`src/rtl/instr_pkg.sv`:
```
// instr_pkg: shared types and constants for the SPI instruction decoder and register file
package instr_pkg;
   localparam int DEF_ADDR_W = 6;
   localparam int DEF_DATA_W = 8;
   localparam int RW_BIT     = 7;
   localparam int BURST_BIT  = 6;
   typedef enum logic [1:0] {IDLE, RD, DATA, WR} state_t;
endpackage

```
`src/rtl/instr_dcd.sv`:
```
// instr_dcd: turns SPI bridge bytes into single-cycle register-file read/write accesses
module instr_dcd
   import instr_pkg::*;
#(
   parameter int ADDR_W = DEF_ADDR_W,
   parameter int DATA_W = DEF_DATA_W
) (
   input  logic              clk,
   input  logic              rst_n,
   input  logic              cs_n,
   input  logic              byte_sync,
   input  logic [DATA_W-1:0] data_in,
   output logic [DATA_W-1:0] data_out,
   output logic              read,
   output logic              write,
   output logic [ADDR_W-1:0] addr,
   input  logic [DATA_W-1:0] data_read,
   output logic [DATA_W-1:0] data_write,
   output logic              ovr
);
   state_t            state_q, state_d;
   logic              rw_q, rw_d, burst_q, burst_d, ovr_q, ovr_d;
   logic [ADDR_W-1:0] addr_q, addr_d;
   logic [DATA_W-1:0] data_write_q, data_write_d, data_out_q, data_out_d;
   logic [ADDR_W-1:0] addr_inc;
   assign addr_inc = burst_q ? addr_q + ADDR_W'(1) : addr_q;
   always_comb begin
      state_d      = state_q;
      rw_d         = rw_q;
      burst_d      = burst_q;
      addr_d       = addr_q;
      data_write_d = data_write_q;
      data_out_d   = data_out_q;
      ovr_d        = 1'b0;
      if (cs_n) begin
         state_d = IDLE;
         burst_d = 1'b0;
      end else begin
         case (state_q)
            IDLE: if (byte_sync) begin
               rw_d    = data_in[RW_BIT];
               burst_d = data_in[BURST_BIT];
               addr_d  = data_in[ADDR_W-1:0];
               state_d = data_in[RW_BIT] ? DATA : RD;
            end
            RD: begin
               data_out_d = data_read;
               ovr_d      = byte_sync;
               state_d    = DATA;
            end
            DATA: if (byte_sync) begin
               data_write_d = rw_q ? data_in : data_write_q;
               addr_d       = rw_q ? addr_q : addr_inc;
               state_d      = rw_q ? WR : (burst_q ? RD : IDLE);
            end
            WR: begin
               ovr_d   = byte_sync;
               addr_d  = addr_inc;
               state_d = burst_q ? DATA : IDLE;
            end
            default: state_d = IDLE;
         endcase
      end
   end
   always_ff @(posedge clk or negedge rst_n) begin
      if (!rst_n) begin
         state_q      <= IDLE;
         rw_q         <= 1'b0;
         burst_q      <= 1'b0;
         ovr_q        <= 1'b0;
         addr_q       <= '0;
         data_write_q <= '0;
         data_out_q   <= '0;
      end else begin
         state_q      <= state_d;
         rw_q         <= rw_d;
         burst_q      <= burst_d;
         ovr_q        <= ovr_d;
         addr_q       <= addr_d;
         data_write_q <= data_write_d;
         data_out_q   <= data_out_d;
      end
   end
   assign read       = (state_q == RD);
   assign write      = (state_q == WR);
   assign addr       = addr_q;
   assign data_write = data_write_q;
   assign data_out   = data_out_q;
   assign ovr        = ovr_q;
endmodule

```
`config.mk`:
```
export PLATFORM = sky130hd
export DESIGN_NAME = instr_dcd
export DESIGN_NICKNAME = d
export VERILOG_FILES = /design/src/rtl/instr_pkg.sv /design/src/rtl/instr_dcd.sv
export SDC_FILE = /design/constraint.sdc
export NUM_CORES = 1
export LEC_CHECK = 0
export BUFFER_PORTS_ARGS = -buffer_cell sky130_fd_sc_hd__buf_4
export CAP_MARGIN = 20
export CORE_AREA = 5 5 60 62
export DETAILED_ROUTE_END_ITERATION = 7
export DIE_AREA = 0 0 65 67
export GPL_ROUTABILITY_DRIVEN = 1
export GPL_TIMING_DRIVEN = 1
export MAX_ROUTING_LAYER = met4
export PLACE_DENSITY = 0.73
export SLEW_MARGIN = 20
export SYNTH_ARGS = -nofsm -noshare
export SYNTH_HDL_FRONTEND = slang
export SYNTH_SLANG_ARGS = --single-unit
```
`constraint.sdc`:
```
create_clock -name clk -period 1.85 [get_ports clk]
set_input_delay 0.37 -clock clk [delete_from_list [all_inputs] [get_ports clk]]
set_output_delay 0.37 -clock clk [all_outputs]
set_load 0.005 [all_outputs]
```
==> impl_metrics.json <==
{
  "die_height_um": 67,
  "synthArstFlopShare_pct": 100.0,
  "end_kind": "flop",
  "synth_edf_count": 0,
  "synth_area_leaders": "dfrtp_1 (53%), mux2_2 (15%), mux2_4 (2.3%)",
  "worstMarginPinSlew_ns": 0.3688,
  "powerDensity_nw_per_um2": 1068,
  "cts_tree": "built",
  "reg2regPathDepth": 4,
  "grt_pass1_vias": 1060,
  "grt_setup_unrepaired": "false",
  "timing.rr.start": "state_q[0]",
  "layout_commonest_cell": "buf_4",
  "multi_input_area_um2": 564.3,
  "ir_drop_v": 0.0004384,
  "clock_sinks": 27,
  "overflow": 0,
  "slew_headroom_pct": 75.41,
  "cts_setup_buffers": 0,
  "syn_area_per_cell_um2": 12.31,
  "yosys_warnings": 0,
  "viasPerCell": 5.432,
  "io_buffer_count": 44,
  "yosys.area.top_type": "dfrtp_1",
  "synth-seq-cells": 27,
  "fp.dieArea_um2": 4355,
  "synthesis.nets": 125,
  "skew_ns": 0.002705,
  "ios": 45,
  "htree_num_levels": 1,
  "antenna_left": 0,
  "wl_um": 2805,
  "finalSetupTns_ns": 0,
  "reg2reg_to": "data_write[0]",
  "crit_required_ns": 2.08,
  "cts_resized": 0,
  "drtIter0Drc": 31,
  "grt_pass1_wl_um": 4685,
  "grt_max_degree": 28,
  "hold_buffers": 1,
  "cts_made_buffers": 3,
  "finalCritPeriodShare_pct": 86.60,
  "core_area_um2": 2978,
  "dp_hpwl_um": 2245,
  "final_util_pct": 56.47,
  "hold_path.class": "in -> reg",
  "place_congestion": 0.8239,
  "register_area_um2": 675.6,
  "timing.critical_path.cells": "or3b_1 -> buf_4 -> nor2_8 -> mux2_2",
  "synthFlopType": "dfrtp_1",
  "post_drt_wl_per_cell_um": 15.16,
  "vias": 1005,
  "max_cap_violations": 0,
  "firstDrtPassIters": 4,
  "r2r_setup_slack_ns": 0.25,
  "cts_root_buffer": "clkbuf_4",
  "cts_buffer_depth": 2,
  "p_leak_nw": 0.8366,
  "die_x_um": 65,
  "fmax_mhz": 624.2,
  "start_kind": "flop",
  "whs_endpoint": "burst_q",
  "start_util_pct": 42.98,
  "hold_viol": 0,
  "mostFrequentLayoutCells": "buf_4 (48), dfrtp_1 (27), mux2_2 (17)",
  "path_class": "reg -> reg",
  "fill_cells": 253,
  "outcome": "complete, no violations",
  "fin_crit_ns": 1.602,
  "syn_inst": 104,
  "n_antenna_cell": 0,
  "synth.top_cell.area_share_pct": 52.79,
  "hold_depth": 2,
  "syn-cell-area_um2": 1280,
  "drv_slew": 0,
  "setup_violations": 0,
  "arrival_ns": 1.83,
  "fin_nets": 174,
  "critical_path_peak_fanout": 8,
  "critPathSlowestCell": "or3b_1",
  "path_clk_slew_ns": 0.14,
  "antenna_found_initial": 0,
  "grt_usage_pct": 14.49,
  "synthToLayoutAreaGrowth_pct": 31.38,
  "drc_errors": 0,
  "slowest_delay_ns": 0.40,
  "drive_gt1_share_pct": 50.00,
  "clock_latency_ns": 0.32,
  "row_count": 20,
  "ys_seq_area_share_pct": 52.79,
  "yosysUniqueCellTypes": 34,
  "hold_start": "cs_n",
  "crit_start": "state_q[0]"
}
-- synth_stat cells (2+ instances only) --
cell type / n
nand3_1: 4
o211ai_1: 2
nand2_1: 8
nor2_1: 7
mux2_4: 2
and3b_1: 2
nor3_1: 2
mux2_2: 17
a22o_1: 2
nor2b_1: 3
dfrtp_1: 27
a221o_1: 2
buf_6: 2
buf_2: 2
a21oi_1: 3
-- final cells by class --
class	instances	area share [%]
Clock buffer	4	1.563
Inverter	1	0.2232
Multi-Input combinational cell	71	33.56
Sequential cell	27	40.18
Tap cell	33	2.455
Timing Repair Buffer	49	22.02
-- flip-flops by register name, summed over array words and instances, names as in the netlist --
signal / cells
data_out: 8
data_write: 8
addr: 6
state_q: 2
burst_q: 1
ovr: 1
rw_q: 1
-- cell families after synthesis --
family | Yosys count | share of synthesized area, %
simple gates | 35 | 15.84
mux | 20 | 18.08
flops | 27 | 52.79
fa+ha+maj | 1 | 0.9774
buf+inv | 6 | 3.127
compound gates | 15 | 9.188
-- critical path, delay by kind of cell, from the launching register on --
family | cells | cell delay [ns]
AND/OR/NAND/NOR | 2 | 0.57
multiplexers | 1 | 0.36
buffers and inverters | 1 | 0.19
flip-flops | 1 | 0.39
-- layer usage --
layer	GRT usage [%]	vias up	wire [um]
met2	25.29	27	1493
met1	16.12	494	1148
met3	2.361	4	113
met5	-	-	0
met4	7.124	0	49
li1	-	480	-
-- power by group --
part           internal (W)  total (W)  switching (W)
registers          0.000769   0.000901       0.000132
clock network     0.0000845   0.000251       0.000166
logic              0.000415   0.000644       0.000228
total               0.00127    0.00180       0.000527
-- metrics by stage --
| step | setup slack (ns) | hold WS, ns | instances | power, W | cell area, um2 |
|---|---|---|---|---|---|
| floorplan | 0.1180 | 0.07441 | 104 | 0.001175 | 1280 |
| global placement | 0.1632 | 0.2973 | 180 | 0.001539 | 1645 |
| detailed placement | 0.1178 | 0.3016 | 180 | 0.001571 | 1645 |
| CTS | 0.2268 | 0.2113 | 185 | 0.001824 | 1682 |
| global route | 0.1715 | 0.1912 | 185 | 0.001922 | 1682 |
| finish | 0.2480 | 0.2262 | 185 | 0.001795 | 1682 |
-- how the worst max path moves through the flow --
| stage | end | slack (ns) |
|---|---|---|
| after floorplan | addr[0] | 0.12 |
| after global placement | data_write[4] | 0.16 |
| after detailed placement | data_write[0] | 0.12 |
| after CTS | data_write[0] | 0.23 |
| after global routing | data_write[0] | 0.17 |
| final | data_write[0] | 0.25 |
(Power assumes the default switching activity.)
